## src/rtl/sa_adc_pkg.sv

```systemverilog
// Shared SAR ADC definitions: sample width, decimator FSM states and the accumulator sizing helper.
package sa_adc_pkg;

    localparam int ADC_DATA_W = 14;

    typedef logic [0:0] acc_state_t;
    localparam acc_state_t ST_IDLE  = 1'b0;
    localparam acc_state_t ST_ACCUM = 1'b1;

    // Width that holds the sum of 2^log2_n full-scale samples without wrap.
    function automatic int acc_width(input int log2_n, input int data_w = ADC_DATA_W);
        return data_w + log2_n;
    endfunction

endpackage

```

## src/rtl/sa_adc_decimator.sv

```systemverilog
// Window decimator for SAR ADC results: rounded mean plus min/max per 2^LOG2_N samples,
// presented through a valid/ready holding register with a sticky overrun flag.
//
// state    | meaning
// ---------+-----------------------------------------------------------
// ST_IDLE  | disabled; accumulator held cleared, strobes ignored
// ST_ACCUM | summing strobed samples until the window completes
module sa_adc_decimator
    import sa_adc_pkg::*;
#(
    parameter int DATA_W = ADC_DATA_W,
    parameter int LOG2_N = 4
) (
    input  logic              clk_i,
    input  logic              reset_i,
    input  logic              enable_i,
    input  logic [DATA_W-1:0] sample_i,
    input  logic              sample_rdy_i,
    output logic [DATA_W-1:0] avg_o,
    output logic [DATA_W-1:0] min_o,
    output logic [DATA_W-1:0] max_o,
    output logic              avg_valid_o,
    input  logic              avg_ready_i,
    output logic              overrun_o,
    input  logic              clear_overrun_i
);

    localparam int ACC_W = acc_width(LOG2_N, DATA_W);
    localparam logic [LOG2_N-1:0] CNT_LAST = '1;
    localparam logic [ACC_W-1:0]  HALF     = ACC_W'(1) << (LOG2_N - 1);

    acc_state_t        state;
    logic [ACC_W-1:0]  acc;
    logic [LOG2_N-1:0] count;
    logic [DATA_W-1:0] run_min;
    logic [DATA_W-1:0] run_max;

    logic              strobe_acc;
    logic              complete;
    logic              load;
    logic              drop;
    logic [ACC_W-1:0]  acc_sum;
    logic [DATA_W-1:0] avg_next;
    logic [DATA_W-1:0] min_next;
    logic [DATA_W-1:0] max_next;

    // A strobe in the cycle enable falls is not counted.
    assign strobe_acc = (state == ST_ACCUM) && enable_i && sample_rdy_i;
    assign complete   = strobe_acc && (count == CNT_LAST);

    // Sum plus half an LSB of the mean still fits ACC_W, so round-half-up cannot wrap.
    assign acc_sum  = acc + ACC_W'(sample_i);
    assign avg_next = DATA_W'((acc_sum + HALF) >> LOG2_N);
    assign min_next = (sample_i < run_min) ? sample_i : run_min;
    assign max_next = (sample_i > run_max) ? sample_i : run_max;

    assign load = complete && (!avg_valid_o || avg_ready_i);
    assign drop = complete && avg_valid_o && !avg_ready_i;

    always_ff @(posedge clk_i or posedge reset_i) begin
        if (reset_i) begin
            state   <= ST_IDLE;
            acc     <= '0;
            count   <= '0;
            run_min <= '1;
            run_max <= '0;
        end else begin
            case (state)
                ST_IDLE: begin
                    if (enable_i) begin
                        state <= ST_ACCUM;
                    end
                end
                ST_ACCUM: begin
                    if (!enable_i || complete) begin
                        state   <= enable_i ? ST_ACCUM : ST_IDLE;
                        acc     <= '0;
                        count   <= '0;
                        run_min <= '1;
                        run_max <= '0;
                    end else if (strobe_acc) begin
                        acc     <= acc_sum;
                        count   <= count + 1'b1;
                        run_min <= min_next;
                        run_max <= max_next;
                    end
                end
                default: begin
                    state <= ST_IDLE;
                end
            endcase
        end
    end

    // Holding register: data is only rewritten on a load, so it is stable while stalled.
    always_ff @(posedge clk_i or posedge reset_i) begin
        if (reset_i) begin
            avg_o       <= '0;
            min_o       <= '0;
            max_o       <= '0;
            avg_valid_o <= 1'b0;
            overrun_o   <= 1'b0;
        end else begin
            if (load) begin
                avg_o       <= avg_next;
                min_o       <= min_next;
                max_o       <= max_next;
                avg_valid_o <= 1'b1;
            end else if (avg_valid_o && avg_ready_i) begin
                avg_valid_o <= 1'b0;
            end

            if (drop) begin
                overrun_o <= 1'b1;
            end else if (clear_overrun_i) begin
                overrun_o <= 1'b0;
            end
        end
    end

endmodule

```

## config.mk

```make
export PLATFORM = sky130hd
export DESIGN_NAME = sa_adc_decimator
export DESIGN_NICKNAME = d
export VERILOG_FILES = /design/src/rtl/sa_adc_pkg.sv /design/src/rtl/sa_adc_decimator.sv
export SDC_FILE = /design/constraint.sdc
export NUM_CORES = 1
export LEC_CHECK = 0
export ABC_AREA = 0
export CORE_ASPECT_RATIO = 0.75
export CORE_UTILIZATION = 45
export DETAILED_ROUTE_END_ITERATION = 16
export DONT_BUFFER_PORTS = 1
export PLACE_DENSITY_LB_ADDON = 0.1
export SYNTH_ARGS = -nofsm -noshare
export SYNTH_HDL_FRONTEND = slang
export SYNTH_SLANG_ARGS = --single-unit
```

## constraint.sdc

```tcl
create_clock -name clk_i -period 7.85 [get_ports clk_i]
set_input_delay 1.57 -clock clk_i [delete_from_list [all_inputs] [get_ports clk_i]]
set_output_delay 1.57 -clock clk_i [all_outputs]
set_load 0.02 [all_outputs]
```

; ---- After elaboration in Yosys (flattened, before gate mapping)
; Cells that the tools add are included.
[word_totals]
reg_bits = 95
in_bits = 20
[op_classes]
n_addsub = 3
magnitude_cmp = 2
eq_ne = 1
muxes = 17
bitwise = 1
reduce_logical = 16
[ops]
columns = cell, count
row1 = 2-to-1 mux 14 bit, 6
row2 = 2-to-1 mux 18 bit, 2
row3 = adder 18 x 14 -> 18 bit, 1
row4 = adder 18 x 4 -> 18 bit (second input constant), 1
row5 = > comparator 14 bit, 1
row6 = less-than comparator 14 bit, 1
row7 = 2-to-1 mux 4 bit, 2
row8 = logical AND 1 bit, 7
row9 = 2-to-1 mux 1 bit, 6
row10 = nonzero test 2 bit, 3
row11 = adder 4 x 1 -> 4 bit (second input constant), 1
row12 = == test 4 bit (second input constant), 1
row13 = logical NOT 1 bit, 3
row14 = logical OR 1 bit, 2
row15 = one-hot mux 1 bit (2 select lines), 1
row16 = AND reduction 2 bit, 1
row17 = inverter 1 bit, 1

; ---- Longest topological paths before layout
[depth]
ltp_word = 6
depth_mapped = 11

; ---- Least setup slack after synthesis
; OpenSTA, ideal clock, no wires.
[synth_timing]
kind = input to register
start = input sample_i[0]
end = register avg_o[13]
setup_ns = 0.132
arrival_ns = 4.187
t_required_ns = 7.718
path_slack_ns = 3.532
stages = 10
path_cell_list = ha_1 > fa_1 > a211oi_2 > o211ai_2 > a221oi_1 > a21oi_1 > xnor2_2 > nor4b_2 > mux2i_1 > nand4_1
[synth_between]
elab_chain_len = 2
[synth_rtl]
columns = item, line
row1 = from (decl), sa_adc_decimator.sv:17  ; input logic [DATA_W-1:0] sample_i,
row2 = adder 18 x 14 -> 18 bit, sa_adc_decimator.sv:52  ; assign acc_sum = acc + ACC_W'(sample_i);
row3 = adder 18 x 4 -> 18 bit, sa_adc_decimator.sv:53  ; assign avg_next = DATA_W'((acc_sum + HALF) >> LOG2_N);
row4 = to (signal assigned), sa_adc_decimator.sv:105  ; avg_o <= avg_next;
row5 = to (decl), sa_adc_decimator.sv:19  ; output logic [DATA_W-1:0] avg_o,
; No other way between the ends.
; A chain may end at the register's enable or synchronous reset.

; ---- Worst setup path in the final report
; Ends and elaborated chain as after synthesis.

==> summary.txt <==
Status: finished clean
Initial antenna violation count: 0
CP max stage cell: a221oi_1
DR DRC count: 0
Max incr delay on CP: 0.56 ns
Post-CTS Setup Bufs: 0
Clock transition at the registers of the reported paths: 0.07 ns
RD Place Congestion: 0.848
Largest net degree at the start of global routing: 61
Post-Synthesis Mean Instance Area: 9.74 sq um
Final setup violation count: 0
Ys async rst share: 100%
Leak pwr: 0.00298 uW
CTS Buffer Depth: 2
Share of cells above drive strength 1: 10.2%
Cts-stage hold buffer count: 0
CP arrival: 4.56 ns
Most used DFF post-synth: dfrtp_1
Post-Synthesis Cell Area: 5840 sq um
Fillers: 1,189
Nets: 649
Core area: 12,500 sq um
Max Slew Vio Count: 0
Mapped Cells: 600
Fin. Hold Viols: 0
Crit end category: flop
Die width: 134 microns
Setup_tns: 0 ns
Cell Rows: 35
Via Count: 4,392
Global-route wire length before repair: 23,300 microns
Ys Warns: 0
Startpoint Class: primary input
Placed insts: 740
DR iter-0 viols: 253
Clk pwr share: 33.2%
Max_cap viols: 0
Clock root cell: clkbuf_16
Post-synth EDFFs: 0
Unique cell type count in the Yosys netlist: 71
Comb power frac: 27.9%
Final WL: 13,900 microns
Vias in the first global route: 4,423
CP max FO: 7
Fin cells: 756
Internal power: 944 uW
Slew headroom: 30.6%
Die area: 13,500 sq um
Initial Utilization: 46.8%
Drt first pass iters: 5
Worst endpoint required time: 8.08 ns
Cts repair resizes: 0
Post-synthesis sequential area ratio: 41.0%
Worst-Margin Slew: 1.04 ns
Post-route ant nets: 0
Synth Register Bits: 95
Num Clock Sinks: 95
Crit Path Class: primary input to flop
CTS tree: done
RSZ-0062 raised after global routing: false
I/O Pins: 64
Hold Crit Class: flop to flop
Clock latency on the worst-skew pair: 0.36 ns
Syn Nets: 664
Final min period: 4.33 ns
# diodes: 0
PD cells: 223 nW/um^2
Synthesis-to-layout area growth: 7.36%
All-Layer GR Usage: 22.4%
VDD IR-drop max: 114 uV
Final period util: 55.1%
Sw Ratio: 32.4%
Fmax: 231 MHz
Seq pwr share: 38.9%
Port bufs: 0
CTS Buf Count: 9
P_sw: 452 uW
CTS H-Tree Depth: 3
GR Overflow Total: 0
Worst Clk Skew: 0.00904 ns
Die H: 101 microns
Routed len/inst: 18.4 microns
Critical Path, Cell by Cell: ha_1 -> fa_1 -> a211oi_2 -> o211ai_2 -> a221oi_1 -> a21oi_1 -> xnor2_2 -> nor4b_2 -> mux2i_1 -> nand4_1
Dpl hpwl: 10,100 microns
DR vias/cell: 5.81
-- worst paths after layout --
kind | startpoint | endpoint | slack, ns | depth (start not counted)
min in group asynchronous | reset_i | min_o[3] | 1.10 | 1
hold / removal | acc[2] | acc[2] | 0.50 | 2
hold reg to reg | acc[2] | acc[2] | 0.50 | 2
setup reg to reg | acc[0] | avg_o[13] | 4.35 | 10
setup / recovery | sample_i[0] | avg_o[13] | 3.52 | 10
max in group asynchronous | reset_i | avg_o[5] | 5.62 | 2
-- cell usage after synthesis, types with 3 or more instances --
cell type / count / area share [%]
nand3_1: 11 / 0.94
xor2_1: 4 / 0.60
a22o_1: 25 / 3.7
o22a_1: 14 / 2.1
nand4_1: 10 / 1.1
nand3b_1: 4 / 0.51
nor3_1: 8 / 0.69
nor2_1: 30 / 1.9
buf_2: 10 / 0.86
and2_1: 4 / 0.43
inv_1: 35 / 2.2
o21a_1: 7 / 0.90
o21ai_0: 43 / 3.7
a21oi_1: 37 / 3.2
xnor2_1: 15 / 2.2
nand2_1: 65 / 4.2
o211ai_1: 6 / 0.77
clkbuf_1: 19 / 1.2
and3_1: 3 / 0.32
dfrtp_1: 81 / 35
mux2i_1: 30 / 5.1
nor2b_1: 5 / 0.54
ha_1: 43 / 9.2
a21o_1: 15 / 1.9
a211oi_1: 3 / 0.39
nor4_1: 3 / 0.32
dfstp_2: 14 / 6.3
-- state kept, by name, summed over array words and instances (netlist names) --
name	count
acc	18
avg_o	14
max_o	14
min_o	14
run_max	14
run_min	14
count	4
avg_valid_o	1
overrun_o	1
state	1
-- power groups by stage --
stage / clock, uW / combinational [uW] / sequential [uW]
final: 464 / 390 / 543
after global routing: 488 / 435 / 547
after CTS: 471 / 390 / 543
after detailed placement: 0 / 388 / 551
after global placement: 0 / 382 / 551
after floorplan: 0 / 315 / 545
-- stage by stage --
stage / instance area (sq um) / hold WS [ns] / util, % / setup slack (ns) / power (uW)
3_3_place_gp: 5960 / 0.473 / 47.8 / 3.26 / 933
3_5_place_dp: 5960 / 0.481 / 47.8 / 3.15 / 940
4_1_cts: 6270 / 0.498 / 50.3 / 3.54 / 1400
2_1_floorplan: 5840 / 0.454 / - / 3.53 / 859
6_report: 6270 / 0.495 / 50.3 / 3.52 / 1400
5_1_grt: 6270 / 0.537 / 50.3 / 3.19 / 1470
-- critical path: cells and delay by family --
kind | cells | cell delay (ns)
AND/OR/NAND/NOR | 2 | 0.52
AO/OA/AOI/OAI | 4 | 1.31
adder cells (fa/ha/maj) | 2 | 0.68
multiplexers | 1 | 0.24
XOR/XNOR | 1 | 0.22
-- final cells by class --
| cell class | instances | area [sq um] | area share [%] |
|---|---|---|---|
| clock buffer | 12 | 256 | 4.09 |
| clock inverter | 4 | 53.8 | 0.857 |
| inverter | 35 | 134 | 2.13 |
| multi-input combinational | 439 | 3190 | 50.8 |
| sequential | 95 | 2390 | 38.2 |
| tap | 166 | 208 | 3.31 |
| timing repair buffer | 5 | 37.5 | 0.598 |
-- cells by family (layout without fill, tap and decap cells) --
family          count (synthesis)  count (layout)  synth area share [%]
buf+inv                        66              56                  4.47
xor+xnor                       20              20                  3.13
fa+ha+maj                      44              44                  9.55
flops                          95              95                  41.0
compound gates                186             186                  23.2
simple gates                  158             158                  13.4
mux                            31              31                  5.33
-- metal layers --
layer | vias to the layer above | track usage (%) | routed length [microns]
met1 | 2105 | 31.1 | 6850
li1 | 2150 | - | -
met5 | - | 0 | 0
met2 | 119 | 34.0 | 5940
met3 | 18 | 5.88 | 964
met4 | 0 | 7.26 | 167
-- placed cells by master, fill, tap and decap left out, drive strengths merged, types with 5 or more instances in the layout --
master and count:
a211oi 5, a21o 16, a21oi 39, a22o 25, buf 5, clkbuf 12
dfrtp 81, dfstp 14, ha 43, inv 35, mux2i 30, nand2 65
nand3 13, nand4 11, nor2 30, nor2b 5, nor3 8, o211ai 8
o21a 7, o21ai 46, o22a 14, xnor2 16
Note: power is estimated with default switching activity, not from simulation.
